$ cat config.mk
export PLATFORM = sky130hd
export DESIGN_NAME = rd_pointer
export DESIGN_NICKNAME = d
export VERILOG_FILES = /design/src/rtl/async_fifo_pkg.sv /design/src/rtl/ptr_sync.sv /design/src/rtl/rd_pointer.sv
export SDC_FILE = /design/constraint.sdc
export NUM_CORES = 1
export LEC_CHECK = 0
export BUFFER_PORTS_ARGS = -buffer_cell sky130_fd_sc_hd__buf_2
export CAP_MARGIN = 10
export CORE_MARGIN = 1
export CORE_UTILIZATION = 45
export DETAILED_ROUTE_END_ITERATION = 16
export MAX_ROUTING_LAYER = met4
export PLACE_DENSITY_LB_ADDON = 0.12
export REMOVE_ABC_BUFFERS = 1
export SYNTH_ARGS = -nofsm -noshare
export SYNTH_HDL_FRONTEND = slang
export SYNTH_HIERARCHICAL = 1
export SYNTH_SLANG_ARGS = --single-unit
$ cat constraint.sdc
create_clock -name rclk -period 2.6 [get_ports rclk]
set_input_delay 0.39 -clock rclk [delete_from_list [all_inputs] [get_ports rclk]]
set_output_delay 0.39 -clock rclk [all_outputs]
set_load 0.02 [all_outputs]
$ cat src/rtl/async_fifo_pkg.sv
// Shared async FIFO definitions: default pointer width, pointer type and Gray-code helpers.
// The helpers work on a wide vector so any pointer width up to PW_MAX fits; callers
// zero-extend their pointer into the argument and cast the result back to their width.
package async_fifo_pkg;

   localparam int unsigned ADDR_W = 3;
   localparam int unsigned PW_MAX = 16;

   typedef logic [ADDR_W:0] ptr_t;

   function automatic logic [PW_MAX-1:0] bin2gray(input logic [PW_MAX-1:0] b);
      return b ^ (b >> 1);
   endfunction

   function automatic logic [PW_MAX-1:0] gray2bin(input logic [PW_MAX-1:0] g);
      logic [PW_MAX-1:0] b;
      b[PW_MAX-1] = g[PW_MAX-1];
      for (int unsigned i = PW_MAX - 1; i > 0; i--) begin
         b[i-1] = b[i] ^ g[i-1];
      end
      return b;
   endfunction

endpackage

$ cat src/rtl/ptr_sync.sv
// Plain multi-stage flop chain for bringing a Gray pointer across clock domains.
// No logic between stages; shared by the read and write sides.
module ptr_sync #(
   parameter int unsigned W      = 4,
   parameter int unsigned STAGES = 2
) (
   input  logic         rclk,
   input  logic         rd_srst,
   input  logic [W-1:0] d,
   output logic [W-1:0] q
);

   logic [W-1:0] chain [STAGES];

   // shift the asynchronous pointer through the synchroniser stages
   always_ff @(posedge rclk) begin
      if (rd_srst) begin
         for (int unsigned i = 0; i < STAGES; i++) begin
            chain[i] <= '0;
         end
      end else begin
         chain[0] <= d;
         for (int unsigned i = 1; i < STAGES; i++) begin
            chain[i] <= chain[i-1];
         end
      end
   end

   assign q = chain[STAGES-1];

endmodule

$ cat src/rtl/rd_pointer.sv
// Read-side pointer, empty flag and fill level for the async FIFO (read clock domain).
// Optional macro RD_PTR_ALMOST_EMPTY_EN adds the registered almost_empty output.
module rd_pointer #(
   parameter int unsigned ADDR_W    = async_fifo_pkg::ADDR_W,
   parameter int unsigned SYNC_STG  = 2,
   parameter int unsigned AE_THRESH = 1
) (
   input  logic              rclk,
   input  logic              rd_srst,
   input  logic              rd_en,
   input  logic [ADDR_W:0]   wr_ptr_gray,
   output logic [ADDR_W-1:0] rd_addr,
   output logic [ADDR_W:0]   rd_ptr_gray,
   output logic              rd_ack,
   output logic              empty,
   output logic [ADDR_W:0]   rd_level
`ifdef RD_PTR_ALMOST_EMPTY_EN
   ,
   output logic              almost_empty
`endif
);

   import async_fifo_pkg::*;

   localparam int unsigned PW = ADDR_W + 1;

   logic [ADDR_W:0] rd_ptr_bin;
   logic [ADDR_W:0] wq_gray;
   logic [ADDR_W:0] wq_bin;
   logic [ADDR_W:0] rbin_nxt;
   logic [ADDR_W:0] rgray_nxt;
   logic [ADDR_W:0] level_nxt;

   ptr_sync #(
      .W      (PW),
      .STAGES (SYNC_STG)
   ) u_wptr_sync (
      .rclk    (rclk),
      .rd_srst (rd_srst),
      .d       (wr_ptr_gray),
      .q       (wq_gray)
   );

   // accept logic, next pointer values and the level seen after this cycle's read
   always_comb begin
      rd_ack    = rd_en & ~empty & ~rd_srst;
      wq_bin    = PW'(gray2bin(PW_MAX'(wq_gray)));
      rbin_nxt  = rd_ptr_bin + PW'(rd_ack);
      rgray_nxt = PW'(bin2gray(PW_MAX'(rbin_nxt)));
      level_nxt = wq_bin - rbin_nxt;
   end

   // pointer, Gray pointer and status registers
   always_ff @(posedge rclk) begin
      if (rd_srst) begin
         rd_ptr_bin  <= '0;
         rd_ptr_gray <= '0;
         empty       <= 1'b1;
         rd_level    <= '0;
      end else begin
         rd_ptr_bin  <= rbin_nxt;
         rd_ptr_gray <= rgray_nxt;
         empty       <= (rgray_nxt == wq_gray);
         rd_level    <= level_nxt;
      end
   end

`ifdef RD_PTR_ALMOST_EMPTY_EN
   // registered almost-empty flag from the same next-state level
   always_ff @(posedge rclk) begin
      if (rd_srst) begin
         almost_empty <= 1'b1;
      end else begin
         almost_empty <= (32'(level_nxt) <= AE_THRESH);
      end
   end
`endif

   assign rd_addr = rd_ptr_bin[ADDR_W-1:0];

endmodule
== Word-level counts from Yosys, hierarchy flattened ==
Memory sizes are Yosys's and may differ from the RTL's.
Index checks and enable logic that the tools add are counted.
Word-level totals
  RAM bits: 8
  output and inout bits: 13
  register bits after elaboration: 13
  memories: 1
  word-level logic and storage cells: 23
  input bits: 7
Memory list
  u_wptr_sync.chain: depth 2, bits a word 4, rd ports 2, clocked after Yosys merged registers in 0, wr ports 2, line ptr_sync.sv:13  | logic [W-1:0] chain [STAGES];
Operators by class
  equal/unequal tests: 1
  multiplexer cells: 5
  bitwise gates (word level): 10
  add/sub/neg operators: 2
Operators by type and width (number)
  $mux W4: 2
  $add A4 B1 Y4: 1
  $eq A4 B4 Y1: 1
  $sub A4 B4 Y4: 1
  $xor A4 B3 Y4: 1
  $mux W1: 3
  $xor A1 B1 Y1: 3
  $and A1 B1 Y1: 2
  $not A1 Y1: 2
  $or A1 B1 Y1: 2

== Depth between registers and ports, before layout ==
Gate-level depths: netlist of run 1.
  depth after elaboration: 6
  depth in mapped cells: 10

== Cells and area by module ==
Netlist of run 1, hierarchy kept.
Modules (own cells, without submodules)
  rd_pointer: cells an instance 67, sequential area each 240.2 µm², area each 671.9 µm², times used 1
  ptr_sync: cells an instance 20, sequential area each 160.2 µm², area each 240.2 µm², times used 1

== Worst setup path after synthesis of run 1 ==
No wires, ideal clock.
  path kind: in2reg
  start point: input rd_srst
  end point: register rd_level[2]
  cell stages on the path: 10
  path buffers: 1
  arrival: 2561 ps
  data required time: 2471 ps
  library setup time: 129 ps
  path slack: -90 ps
  cells stage by stage: buf_1 > nor3b_1 > ha_1 > ha_1 > inv_2 > xnor2_1 > ha_1 > mux2i_1 > xnor2_1 > nor2_1
On the way
  longest elaborated chain between the ends: 4
RTL lines
  from (decl): line rd_pointer.sv:9  | input logic rd_srst,
  $not A1 Y1: line rd_pointer.sv:46  | rd_ack = rd_en & ~empty & ~rd_srst;
  $and A1 B1 Y1: line rd_pointer.sv:46
  named net rd_ack: line rd_pointer.sv:14  | output logic rd_ack,
  $add A4 B1 Y4: line rd_pointer.sv:48  | rbin_nxt = rd_ptr_bin + PW'(rd_ack);
  $sub A4 B4 Y4: line rd_pointer.sv:50  | level_nxt = wq_bin - rbin_nxt;
  to (signal assigned): line rd_pointer.sv:64  | rd_level <= level_nxt;
  to (decl): line rd_pointer.sv:16  | output logic [ADDR_W:0] rd_level
The timed path passes the listed nets, and every way through them passes these cells.
A chain may end at the register's enable or synchronous reset.

==> flow_summary.rst, run 1 <==
.. list-table::
   :header-rows: 1

   * - Metric
     - Value
   * - Rel. slew slack
     - 76.8%
   * - Top Ports
     - 20
   * - Compound-gate portion of the synthesized area
     - 5.35%
   * - Worst path cell trace
     - xor2_2 -> xnor2_1 -> xor2_1 -> ha_1 -> inv_1 -> ha_1 -> mux2i_1 -> xnor2_1 -> nor2_1
   * - Met2 routed wirelength
     - 621 um
   * - Element type at the critical path start
     - flop
   * - Number of antenna violations at the first check in global routing
     - 0
   * - Delay of the slowest cell on the worst path
     - 0.44 ns
   * - Sum of routed wire segments on met1
     - 622 um
   * - Vias in the first global route
     - 509
   * - Maximum number of pins on one net before global-route repair
     - 21
   * - Endpoint required time on the critical path
     - 2.79 ns
   * - Total clock buffers created by CTS
     - 3
   * - Critical path fanouts, max
     - 6
   * - Data arrival at the endpoint of the critical path
     - approximately 2.2 ns
   * - Cell area after synthesis
     - 912 um^2
   * - CP max stage cell
     - sky130_fd_sc_hd__dfxtp_1
   * - Vias per cell
     - 4.54
   * - Setup slack after placement
     - 0.308 ns
   * - Final std cell area, no fill
     - around 0.0010 mm^2
   * - Worst-Margin Slew
     - ~0.35 ns
   * - Power density over cell area
     - 538 mW/mm^2
   * - Antenna-violating nets left
     - 0
   * - Cell area reported after detailed placement
     - 0.00101 mm^2
   * - Peak VDD IR
     - ~0.45 mV
   * - Most frequent cell after synthesis
     - sky130_fd_sc_hd__dfxtp_1
   * - Total area of multi-input combinational cells
     - 467 um^2
   * - Deepest clock path buffer count
     - 2
   * - Period utilization
     - 78.9%
   * - Post-DP HPWL
     - 963 um
   * - Status
     - finished clean
   * - Fmax
     - ~500 MHz
   * - Xor and xnor area share after synthesis
     - 18.1%
   * - Die Height
     - 47.0 um
   * - Post-CTS Hold Buffers
     - 0
   * - Post-CTS Resized
     - 0
   * - Routed wire length on met3
     - 61 um
   * - Leak pwr
     - 0.474 nW
   * - Fin worst setup slack
     - approximately 0.55 ns
   * - Dominant combinational cell family by area after synthesis
     - XOR/XNOR gates
   * - Proportion of netlist area held by the largest area contributor
     - 43.9%
   * - Number of violations reported at the end of detailed-routing iteration 0
     - 2
   * - Filler instances
     - 164
   * - Cells taking the most area after synthesis
     - sky130_fd_sc_hd__dfxtp_1 44%, sky130_fd_sc_hd__xnor2_1 8.6%, sky130_fd_sc_hd__nor2b_1 7.5%
   * - Growth of design area from synthesis to finish
     - 13.0%
   * - Proportion of synthesized area in mux cells
     - 3.84%
   * - Setup TNS
     - 0 ns
   * - Register Area
     - 400 um^2
   * - Placeable Area
     - 0.00182 mm^2
   * - CTS tree
     - done
   * - Vias after detailed routing
     - roughly 590
   * - # H-tree levels
     - 1
   * - Total routing usage reported by global routing
     - 15.8%
   * - Cell types with the highest counts after synthesis
     - 20 x sky130_fd_sc_hd__dfxtp_1, 11 x sky130_fd_sc_hd__nor2b_1, 9 x sky130_fd_sc_hd__xnor2_1, 8 x sky130_fd_sc_hd__nor2_1, 5 x sky130_fd_sc_hd__ha_1
   * - # clock sinks
     - 20
   * - Fraction of layout cells with a size suffix above 1
     - 28.8%
   * - Cell family with most CP delay
     - XOR/XNOR gates
   * - Maxcap violations
     - 0
   * - Worst slack on hold paths
     - 0.297 ns
   * - Sum of buffers and inverters on the critical path
     - 1
   * - Uppermost layer routed
     - met4
   * - Cell variety after synth
     - 28
   * - Cell chosen for the clock root
     - sky130_fd_sc_hd__clkbuf_4
   * - Placed Cells incl. Taps
     - 126
   * - Kind of end point of the critical path
     - flop
   * - Number of setup buffers added after CTS
     - 0
   * - Number of flip-flops and latches in the synthesized netlist
     - 20
   * - Post-route minimum period
     - 2.05 ns
   * - Ant. Diodes
     - 0
   * - Drt pass-1 iters
     - 2
   * - DRC violation count after routing
     - 0
   * - Final Hold Violating Endpoints
     - 0
   * - Tightest Hold Check Type
     - primary input to flop
   * - Final weighted congestion in routability-driven placement
     - 0.725
   * - Finished Layout Cells
     - 129
   * - Worst Clk Skew
     - 0.00221 ns
   * - Aggregate global routing overflow
     - 0
   * - Initial Utilization
     - 50.1%
   * - Die Wd
     - 47.0 um
   * - Setup repair after global routing missed its margin
     - no
   * - Share of async-settable or async-resettable flops after synthesis
     - 0%
   * - Number of flops mapped to enable cells by yosys
     - 0
   * - Global-route wire length before repair
     - 2250 um
   * - Final net count
     - 118
   * - Simple logic cell fraction of the synthesized area
     - about 17%
   * - Total number of placement rows
     - 15
   * - Startpoint-to-endpoint class of the critical path
     - flop to flop
   * - Cells after synthesis
     - 87
   * - Endpoints failing setup
     - 0
   * - Final Total Pwr
     - 0.555 mW
   * - Most common flop cell mapped by yosys
     - sky130_fd_sc_hd__dfxtp_1
   * - Post-synthesis share of cell area spent on full adders, half adders and majority gates
     - 6.86%
   * - Finished Core Util
     - 56.6%
   * - DIE AREA
     - ~0.0022 mm^2
   * - Most area-hungry cell type in the Yosys netlist
     - sky130_fd_sc_hd__dfxtp_1
   * - Number of max-slew violations in the final report
     - 0
   * - Clock Latency Late Sink
     - 0.29 ns
   * - Yosys warnings
     - 6
   * - Clock input transition at the sequential cells of the worst setup and hold paths
     - 0.10 ns
   * - Average cell area after synthesis
     - 10.5 um^2
   * - Avg WL per Cell
     - about 10 um
   * - Count of input and output buffers
     - 19
   * - Share of synthesized area occupied by flip-flops and latches
     - 43.9%
   * - Total Routed Length
     - 1330 um
## layer usage
metal  vias up  global-route usage, %
met5         -                      -
met4         0                   10.3
met3         2                   4.62
met2        14                   22.8
met1       260                   18.9
li1        310                      -
## where the power goes
| part | switching [mW] | internal [mW] | leakage (nW) |
|---|---|---|---|
| combinational | 0.0469 | 0.0392 | 0.296 |
| clock | 0.0857 | 0.0540 | 0.0138 |
| sequential | 0.00672 | 0.322 | 0.164 |
| total | 0.139 | 0.415 | 0.474 |
## cell families after synthesis
kind of cell             Yosys count
multiplexers                       3
AND/OR/NAND/NOR                   29
XOR/XNOR                          15
adder cells (fa/ha/maj)            5
flip-flops                        20
AO/OA/AOI/OAI                      7
buffers and inverters              8
## worst reg2reg max path: stages (launching register included)
cell and delay (ns):
sky130_fd_sc_hd__dfxtp_1 0.44, sky130_fd_sc_hd__xor2_2 0.29, sky130_fd_sc_hd__xnor2_1 0.22, sky130_fd_sc_hd__xor2_1 0.18
sky130_fd_sc_hd__ha_1 0.18, sky130_fd_sc_hd__inv_1 0.07, sky130_fd_sc_hd__ha_1 0.20, sky130_fd_sc_hd__mux2i_1 0.17
sky130_fd_sc_hd__xnor2_1 0.13, sky130_fd_sc_hd__nor2_1 0.05
## cells in the final DEF, fill, tap and decap left out, drive strengths merged
cell,n
inv,2
nor3b,1
buf,20
o211ai,1
nor2,8
xnor2,10
dfxtp,20
nor2b,11
xor2,5
a21o,1
a31o,1
nand2,4
ha,5
clkbuf,3
nand4,1
o21ai,2
nand3,2
mux2i,2
mux2,1
o22ai,1
nand2b,2
a21oi,1
## final timing paths
kind | to | startpoint | cells past startpoint | slack (ns)
worst min register to register | u_wptr_sync/chain[0][7]$_SDFF_PP0_ | u_wptr_sync/chain[0][3]$_SDFF_PP0_ | 1 | 0.45
worst max register to register | rd_level[2]$_SDFF_PP0_ | u_wptr_sync/chain[0][7]$_SDFF_PP0_ | 9 | 0.55
worst max-delay path | rd_level[2]$_SDFF_PP0_ | u_wptr_sync/chain[0][7]$_SDFF_PP0_ | 9 | 0.55
worst min-delay path | u_wptr_sync/chain[0][0]$_SDFF_PP0_ | wr_ptr_gray[0] | 2 | 0.30
## registers in the layout, indices dropped and copies added (netlist names)
register,flops
rd_level,4
u_wptr_sync/chain,8
rd_ptr_gray,4
empty,1
rd_ptr_bin,3
## area by class of cell
| class | count | area share, % |
|---|---|---|
| Clock buffer | 3 | 2.18 |
| Inverter | 2 | 0.728 |
| Multi-Input combinational cell | 59 | 45.3 |
| Sequential cell | 20 | 38.8 |
| Tap cell | 25 | 3.03 |
| Timing Repair Buffer | 20 | 9.95 |
Power figures use the tool's default switching activity.
==> run 2: changes to the inputs <==
- clock period: 2.6 -> 1.73 ns (I/O delays scaled with it)
==> flow_summary.rst, run 2 (synthesized netlist as in run 1, its figures left out) <==
.. list-table::
   :header-rows: 1

   * - Metric
     - Value
   * - Growth of design area from synthesis to finish
     - 46.4% (was 13.0%)
   * - Rel. slew slack
     - 81.6% (was 76.8%)
   * - Commonest cells after routing, fill and taps aside
     - 19 x sky130_fd_sc_hd__buf_2, 17 x sky130_fd_sc_hd__dfxtp_1, 16 x sky130_fd_sc_hd__buf_4 (was 20 x sky130_fd_sc_hd__dfxtp_1, 19 x sky130_fd_sc_hd__buf_2, 11 x sky130_fd_sc_hd__nor2b_1)
   * - Drt pass-1 iters
     - 2 (unchanged)
   * - Number of violations reported at the end of detailed-routing iteration 0
     - 6 (was 2)
   * - Endpoints failing setup
     - 2 (was 0)
   * - Post-CTS Hold Buffers
     - 0 (unchanged)
   * - Finished Layout Cells
     - 148 (was 129)
   * - Sequential share of power
     - 51.8% (was 59.3%)
   * - Total Routed Length
     - 1690 um (was 1330 um)
   * - Post-route minimum period
     - 1.81 ns (was 2.05 ns)
   * - Largest Register
     - u_wptr_sync/chain (unchanged)
   * - Worst path cell trace
     - xor2_2 -> xnor2_2 -> xor2_1 -> ha_2 -> inv_2 -> ha_4 -> mux2i_1 -> xnor2_1 -> nor2_1 (was xor2_2 -> xnor2_1 -> xor2_1 -> ha_1 -> inv_1 -> ha_1 -> mux2i_1 -> xnor2_1 -> nor2_1)
   * - Worst slack on hold paths
     - 0.168 ns (was 0.297 ns)
   * - Initial Utilization
     - 50.1% (unchanged)
   * - Vias per cell
     - 4.68 (was 4.54)
   * - Clock input transition at the sequential cells of the worst setup and hold paths
     - 0.12 ns (was 0.10 ns)
   * - Period utilization
     - 105% (was 78.9%)
   * - Sum of buffers and inverters on the critical path
     - 1 (unchanged)
   * - Vias after detailed routing
     - 693 (was 586)
   * - Status
     - finished with violations (was finished clean)
   * - Power density over cell area
     - 717 mW/mm^2 (was 538 mW/mm^2)
   * - Flip-flop count of the largest register, all copies and words added
     - 8 (unchanged)
   * - Die Height
     - 47.0 um (unchanged)
   * - Count of input and output buffers
     - 19 (unchanged)
   * - Share of total power consumed by net switching
     - 25.5% (was 25.1%)
   * - Setup TNS
     - -0.0906 ns (was 0 ns)
   * - Kind of end point of the critical path
     - flop (unchanged)
   * - # clock sinks
     - 20 (unchanged)
   * - Antenna-violating nets left
     - 0 (unchanged)
   * - Placed Cells incl. Taps
     - 141 (was 126)
   * - Commonest non-fill, non-tap cell in the layout
     - sky130_fd_sc_hd__buf_2 (was sky130_fd_sc_hd__dfxtp_1)
   * - Global-route wire length before repair
     - 2660 um (was 2250 um)
   * - CP max stage cell
     - sky130_fd_sc_hd__dfxtp_2 (was sky130_fd_sc_hd__dfxtp_1)
   * - Number of antenna violations at the first check in global routing
     - 0 (unchanged)
   * - Net switching power figure
     - 0.244 mW (was 0.139 mW)
   * - Avg WL per Cell
     - 11.4 um (was 10.3 um)
   * - Total routing usage reported by global routing
     - 18.6% (was 15.8%)
   * - Power share of the combinational group
     - 19.7% (was 15.5%)
   * - Delay of the slowest cell on the worst path
     - 0.36 ns (was 0.44 ns)
   * - Peak VDD IR
     - 0.523 mV (was 0.451 mV)
   * - Fin worst setup slack
     - -0.0844 ns (was 0.548 ns)
   * - Ant. Diodes
     - 0 (unchanged)
   * - Post-DP HPWL
     - 1090 um (was 963 um)
   * - Cell Int Power
     - 0.713 mW (was 0.415 mW)
   * - Placeable Area
     - 0.00182 mm^2 (unchanged)
   * - Final Hold Violating Endpoints
     - 0 (unchanged)
   * - Data arrival at the endpoint of the critical path
     - 2.01 ns (was 2.24 ns)
   * - Die Wd
     - 47.0 um (unchanged)
   * - Leak pwr
     - 0.603 nW (was 0.474 nW)
   * - Vias in the first global route
     - 633 (was 509)
   * - Maximum number of pins on one net before global-route repair
     - 21 (unchanged)
   * - Final net count
     - 136 (was 118)
   * - Setup slack after placement
     - -0.239 ns (was 0.308 ns)
   * - Endpoint required time on the critical path
     - 1.93 ns (was 2.79 ns)
   * - # H-tree levels
     - 1 (unchanged)
   * - Filler instances
     - 145 (was 164)
   * - Deepest clock path buffer count
     - 2 (unchanged)
   * - Clock Latency Late Sink
     - 0.29 ns (about the same)
   * - Cell chosen for the clock root
     - sky130_fd_sc_hd__clkbuf_4 (unchanged)
   * - Final Total Pwr
     - 0.957 mW (was 0.555 mW)
   * - Number of max-slew violations in the final report
     - 0 (unchanged)
   * - Cell family with most CP delay
     - XOR/XNOR gates (unchanged)
   * - Worst Clk Skew
     - 0.00189 ns (was 0.00221 ns)
   * - Fraction of layout cells with a size suffix above 1
     - 56.1% (was 28.8%)
   * - Top Ports
     - 20 (unchanged)
   * - Setup repair after global routing missed its margin
     - yes (was no)
   * - DIE AREA
     - 0.00221 mm^2 (unchanged)
   * - Cell depth of the worst flop-to-flop path
     - 9 (unchanged)
   * - Critical path fanouts, max
     - 2 (was 6)
   * - Startpoint-to-endpoint class of the critical path
     - flop to flop (unchanged)
   * - Worst hold stages
     - 2 (unchanged)
   * - Total number of placement rows
     - 15 (unchanged)
   * - Element type at the critical path start
     - flop (unchanged)
   * - Tightest Hold Check Type
     - primary input to flop (unchanged)
   * - Maxcap violations
     - 0 (unchanged)
   * - Power share of the clock group
     - 28.5% (was 25.2%)
   * - Fmax
     - 551 MHz (was 487 MHz)
   * - Registers with the highest flip-flop counts
     - u_wptr_sync/chain x8, rd_level x4, rd_ptr_gray x4 (unchanged)
   * - Aggregate global routing overflow
     - 0 (unchanged)
   * - Worst-Margin Slew
     - 0.276 ns (was 0.348 ns)
   * - CTS tree
     - done (unchanged)
   * - DRC violation count after routing
     - 0 (unchanged)
   * - Failing checks
     - setup timing
   * - Total clock buffers created by CTS
     - 3 (unchanged)
   * - Final weighted congestion in routability-driven placement
     - 0.769 (was 0.725)
   * - CP Depth
     - 9 (unchanged)
run 2: cell count changes in the layout (fill, tap and decap cells not counted), moves of 2 or more:
cell                      before  now
sky130_fd_sc_hd__ha_1          5    0
sky130_fd_sc_hd__buf_6         0    3
sky130_fd_sc_hd__dfxtp_1      20   17
sky130_fd_sc_hd__ha_4          0    3
sky130_fd_sc_hd__ha_2          0    2
sky130_fd_sc_hd__xnor2_2       0    6
sky130_fd_sc_hd__dfxtp_2       0    3
sky130_fd_sc_hd__xnor2_1       9    3
sky130_fd_sc_hd__buf_4         1   16
run 2: power groups by stage:
| stage | Sequential, mW | Combinational (mW) | Clock (mW) |
|---|---|---|---|
| after global placement | 0.503 | 0.151 | 0 |
| final | 0.496 | 0.189 | 0.273 |
| after global routing | 0.499 | 0.206 | 0.304 |
| after floorplan | 0.524 | 0.0703 | 0 |
| after CTS | 0.495 | 0.170 | 0.279 |
| after detailed placement | 0.504 | 0.153 | 0 |
run 2: cell type report:
cell class              instances  area, um^2  share of cell area [%]
inverters                       2        10.0                   0.750
clock buffers                   4        36.3                    2.72
repair buffers                 38         249                    18.7
flip-flops and latches         20         404                    30.3
well taps                      25        31.3                    2.34
multi-input cells              59         604                    45.3
run 2: stage by stage:
stage               util [%]  cell area [um^2]
floorplan                  -               875
CTS                     68.3              1240
global route            73.3              1340
detailed placement      61.6              1120
global placement        61.6              1120
finish                  73.3              1340
run 2: worst paths after layout:
kind | from | end | slack (ns)
worst max register to register | u_wptr_sync/chain[0][6]$_SDFF_PP0_ | rd_level[2]$_SDFF_PP0_ | -0.08
worst max-delay path | u_wptr_sync/chain[0][6]$_SDFF_PP0_ | rd_level[2]$_SDFF_PP0_ | -0.08
worst min-delay path | wr_ptr_gray[0] | u_wptr_sync/chain[0][0]$_SDFF_PP0_ | 0.17
worst min register to register | u_wptr_sync/chain[0][1]$_SDFF_PP0_ | u_wptr_sync/chain[0][5]$_SDFF_PP0_ | 0.45
run 2: what timing repair did:
item | 4_1_cts | 5_1_grt
hold endpoints to repair | 0 | 0
buffers inserted | 3 | 0
resized for setup | 16 | 14
pin swaps | 11 | 4
endpoints found under the setup margin | 4 | 5
run 2: layer usage:
metal	track usage [%]	wire length (um)	part of all wire (%)	up-vias
met1	18.9	706	42	321
met4	10.3	59	3.5	0
met2	31.4	880	52	18
li1	-	-	-	348
met3	6.15	48	2.8	6
met5	-	0	0	-
run 2: worst reg2reg max path: cells and delay by family, from the launching register on:
family / cells / cell delay (ns)
flops: 1 / 0.36
simple gates: 1 / 0.05
mux: 1 / 0.17
xor+xnor: 4 / 0.71
buf+inv: 1 / 0.06
fa+ha+maj: 2 / 0.37
==> run 3: changes to the inputs <==
- PLACE_DENSITY: not set -> 0.72
- PLACE_DENSITY_LB_ADDON: 0.12 -> not set
==> flow_summary.rst, run 3 (synthesized netlist as in run 1, its figures left out) <==
.. list-table::
   :header-rows: 1

   * - Metric
     - Value
   * - Final weighted congestion in routability-driven placement
     - 0.817 (was 0.769)
   * - Avg WL per Cell
     - 11.9 um (was 11.4 um)
   * - Maxcap violations
     - 0 (unchanged)
   * - Vias after detailed routing
     - 711 (was 693)
   * - Met2 usage
     - 34.2% (was 31.4%)
   * - Worst slack on hold paths
     - 0.146 ns (was 0.168 ns)
   * - Cell area reported after detailed placement
     - 0.00113 mm^2 (was 0.00112 mm^2)
   * - Global-route wire length before repair
     - 2830 um (was 2660 um)
   * - Drt pass-1 iters
     - 4 (was 2)
   * - Commonest cells after routing, fill and taps aside
     - 24 x sky130_fd_sc_hd__buf_4, 19 x sky130_fd_sc_hd__buf_2, 17 x sky130_fd_sc_hd__dfxtp_1 (was 19 x sky130_fd_sc_hd__buf_2, 17 x sky130_fd_sc_hd__dfxtp_1, 16 x sky130_fd_sc_hd__buf_4)
   * - Maximum number of pins on one net before global-route repair
     - 21 (unchanged)
   * - Total clock buffers created by CTS
     - 3 (unchanged)
   * - Setup slack of the most critical reg-to-reg path
     - -0.20 ns (was -0.08 ns)
   * - Element type at the critical path start
     - flop (unchanged)
   * - DIE AREA
     - 0.00221 mm^2 (unchanged)
   * - Largest Register
     - u_wptr_sync/chain (unchanged)
   * - Final net count
     - 142 (was 136)
   * - Cell chosen for the clock root
     - sky130_fd_sc_hd__clkbuf_4 (unchanged)
   * - Total Routed Length
     - 1830 um (was 1690 um)
   * - Kind of end point of the critical path
     - flop (unchanged)
   * - Growth of design area from synthesis to finish
     - 50.6% (was 46.4%)
   * - Data arrival at the endpoint of the critical path
     - 2.12 ns (was 2.01 ns)
   * - Die Wd
     - 47.0 um (unchanged)
   * - Aggregate global routing overflow
     - 0 (unchanged)
   * - Placed Cells incl. Taps
     - 142 (was 141)
   * - Endpoints failing setup
     - 2 (unchanged)
   * - Post-CTS Hold Buffers
     - 0 (unchanged)
   * - Rel. slew slack
     - 80.5% (was 81.6%)
   * - Top Ports
     - 20 (unchanged)
   * - Number of violations reported at the end of detailed-routing iteration 0
     - 2 (was 6)
   * - Number of antenna violations at the first check in global routing
     - 0 (unchanged)
   * - Power density over cell area
     - 784 mW/mm^2 (was 717 mW/mm^2)
   * - Cell depth of the worst flop-to-flop path
     - 9 (unchanged)
   * - Number of max-slew violations in the final report
     - 0 (unchanged)
   * - Worst R2R Start
     - u_wptr_sync/chain[0][6]$_SDFF_PP0_ (unchanged)
   * - Commonest non-fill, non-tap cell in the layout
     - sky130_fd_sc_hd__buf_4 (was sky130_fd_sc_hd__buf_2)
   * - End point of the critical path
     - rd_level[2]$_SDFF_PP0_ (unchanged)
   * - Die Height
     - 47.0 um (unchanged)
   * - Setup slack after placement
     - -0.313 ns (was -0.239 ns)
   * - Worst-Margin Slew
     - 0.293 ns (was 0.276 ns)
   * - Vias per cell
     - 4.62 (was 4.68)
   * - Peak VDD IR
     - 0.580 mV (was 0.523 mV)
   * - Antenna-violating nets left
     - 0 (unchanged)
   * - DRC violation count after routing
     - 0 (unchanged)
   * - Worst path cell trace
     - xor2_2 -> xnor2_2 -> xor2_1 -> ha_2 -> inv_2 -> ha_4 -> mux2i_2 -> xnor2_1 -> nor2_1 (was xor2_2 -> xnor2_2 -> xor2_1 -> ha_2 -> inv_2 -> ha_4 -> mux2i_1 -> xnor2_1 -> nor2_1)
   * - Fraction of layout cells with a size suffix above 1
     - 55.8% (was 56.1%)
   * - Worst setup path start
     - u_wptr_sync/chain[0][6]$_SDFF_PP0_ (unchanged)
   * - Finished Core Util
     - 75.5% (was 73.3%)
   * - Clock input transition at the sequential cells of the worst setup and hold paths
     - 0.12 ns (about the same)
   * - # clock sinks
     - 20 (unchanged)
   * - Net switching power figure
     - 0.254 mW (was 0.244 mW)
   * - CTS tree
     - done (unchanged)
   * - Ant. Diodes
     - 0 (unchanged)
   * - Deepest clock path buffer count
     - 2 (unchanged)
   * - Leak pwr
     - 0.624 nW (was 0.603 nW)
   * - Tightest Hold Check Type
     - primary input to flop (unchanged)
   * - Final std cell area, no fill
     - 0.00137 mm^2 (was 0.00134 mm^2)
   * - Count of input and output buffers
     - 19 (unchanged)
   * - Startpoint-to-endpoint class of the critical path
     - flop to flop (unchanged)
   * - Critical path fanouts, max
     - 2 (unchanged)
   * - Finished Layout Cells
     - 154 (was 148)
   * - Setup repair after global routing missed its margin
     - yes (unchanged)
   * - Delay of the slowest cell on the worst path
     - 0.37 ns (was 0.36 ns)
   * - Total number of placement rows
     - 15 (unchanged)
   * - Filler instances
     - 120 (was 145)
   * - Most used routing layer in global routing
     - met2 (unchanged)
   * - Failing checks
     - setup timing (unchanged)
   * - Share of total power consumed by net switching
     - 23.6% (was 25.5%)
   * - Fin worst setup slack
     - -0.195 ns (was -0.0844 ns)
   * - CP max stage cell
     - sky130_fd_sc_hd__dfxtp_2 (unchanged)
   * - Sequential share of power
     - 46.0% (was 51.8%)
   * - Status
     - finished with violations (unchanged)
   * - Cell Int Power
     - 0.823 mW (was 0.713 mW)
   * - Flip-flop count of the largest register, all copies and words added
     - 8 (unchanged)
   * - Power share of the combinational group
     - 18.5% (was 19.7%)
   * - Worst hold stages
     - 2 (unchanged)
   * - Power share of the clock group
     - 35.5% (was 28.5%)
   * - Initial Utilization
     - 50.1% (unchanged)
   * - Worst Clk Skew
     - 0.0121 ns (was 0.00189 ns)
   * - Met3 usage
     - 5.77% (was 6.15%)
   * - Final Hold Violating Endpoints
     - 0 (unchanged)
   * - Total routing usage reported by global routing
     - 20.1% (was 18.6%)
   * - Clock Latency Late Sink
     - 0.31 ns (was 0.29 ns)
   * - Vias in the first global route
     - 615 (was 633)
   * - Fmax
     - 519 MHz (was 551 MHz)
   * - Post-DP HPWL
     - 1150 um (was 1090 um)
   * - Endpoint required time on the critical path
     - 1.93 ns (about the same)
   * - # H-tree levels
     - 1 (unchanged)
   * - RR Endpoint
     - rd_level[2]$_SDFF_PP0_ (unchanged)
   * - Post-route minimum period
     - 1.93 ns (was 1.81 ns)
   * - Placeable Area
     - 0.00182 mm^2 (unchanged)
   * - Global routing usage on met1
     - 22.4% (was 18.9%)
   * - Registers with the highest flip-flop counts
     - u_wptr_sync/chain x8, rd_level x4, rd_ptr_gray x4 (unchanged)
   * - Period utilization
     - 111% (was 105%)
run 3: cell type report:
| type | instances | area [um^2] | area share, % |
|---|---|---|---|
| clock buffers | 3 | 22.5 | 1.64 |
| inverters | 2 | 10.0 | 0.729 |
| well taps | 25 | 31.3 | 2.28 |
| flip-flops and latches | 20 | 404 | 29.4 |
| repair buffers | 44 | 287 | 20.9 |
| multi-input cells | 59 | 589 | 42.9 |
| clock inverters | 1 | 30.0 | 2.19 |
run 3: power by group through the flow:
stage          Clock (mW)  Combinational [mW]  Sequential [mW]
3_5_place_dp            0               0.156            0.504
3_3_place_gp            0               0.151            0.503
5_1_grt             0.411               0.213            0.499
2_1_floorplan           0              0.0703            0.524
6_report            0.383               0.199            0.496
4_1_cts             0.395               0.183            0.496
run 3: per-layer routing:
| layer | vias to the layer above | routed length, um |
|---|---|---|
| met3 | 2 | 60 |
| met4 | 0 | 13 |
| li1 | 361 | - |
| met5 | - | 0 |
| met2 | 15 | 940 |
| met1 | 333 | 814 |
run 3: worst min path at each step:
stage                                             startpoint                                  to  slack (ns)
after detailed placement  u_wptr_sync/chain[0][1]$_SDFF_PP0_  u_wptr_sync/chain[0][5]$_SDFF_PP0_        0.42
final                                         wr_ptr_gray[2]  u_wptr_sync/chain[0][2]$_SDFF_PP0_        0.15
after global placement    u_wptr_sync/chain[0][3]$_SDFF_PP0_  u_wptr_sync/chain[0][7]$_SDFF_PP0_        0.42
after CTS                                     wr_ptr_gray[3]  u_wptr_sync/chain[0][3]$_SDFF_PP0_        0.14
after global routing                          wr_ptr_gray[2]  u_wptr_sync/chain[0][2]$_SDFF_PP0_        0.14
after floorplan                                      rd_srst              rd_level[3]$_SDFF_PP0_        0.32
run 3: critical path: cells and delay by family, from the launching register on:
kind / cells / cell delay [ns]
XOR/XNOR: 4 / 0.74
AND/OR/NAND/NOR: 1 / 0.05
buffers and inverters: 1 / 0.06
flip-flops: 1 / 0.37
adder cells (fa/ha/maj): 2 / 0.41
multiplexers: 1 / 0.20
run 3: per-stage QoR:
step,setup TNS (ns),total power [mW]
2_1_floorplan,-3.63,0.595
3_3_place_gp,-0.584,0.654
3_5_place_dp,-0.810,0.660
4_1_cts,-0.296,1.07
5_1_grt,-0.584,1.12
6_report,-0.327,1.08
run 3: what timing repair did:
action                     4_1_cts  5_1_grt
resized for setup               16        9
setup buffers                    5        3
pin swaps                       10       15
setup endpoints to repair        4        4
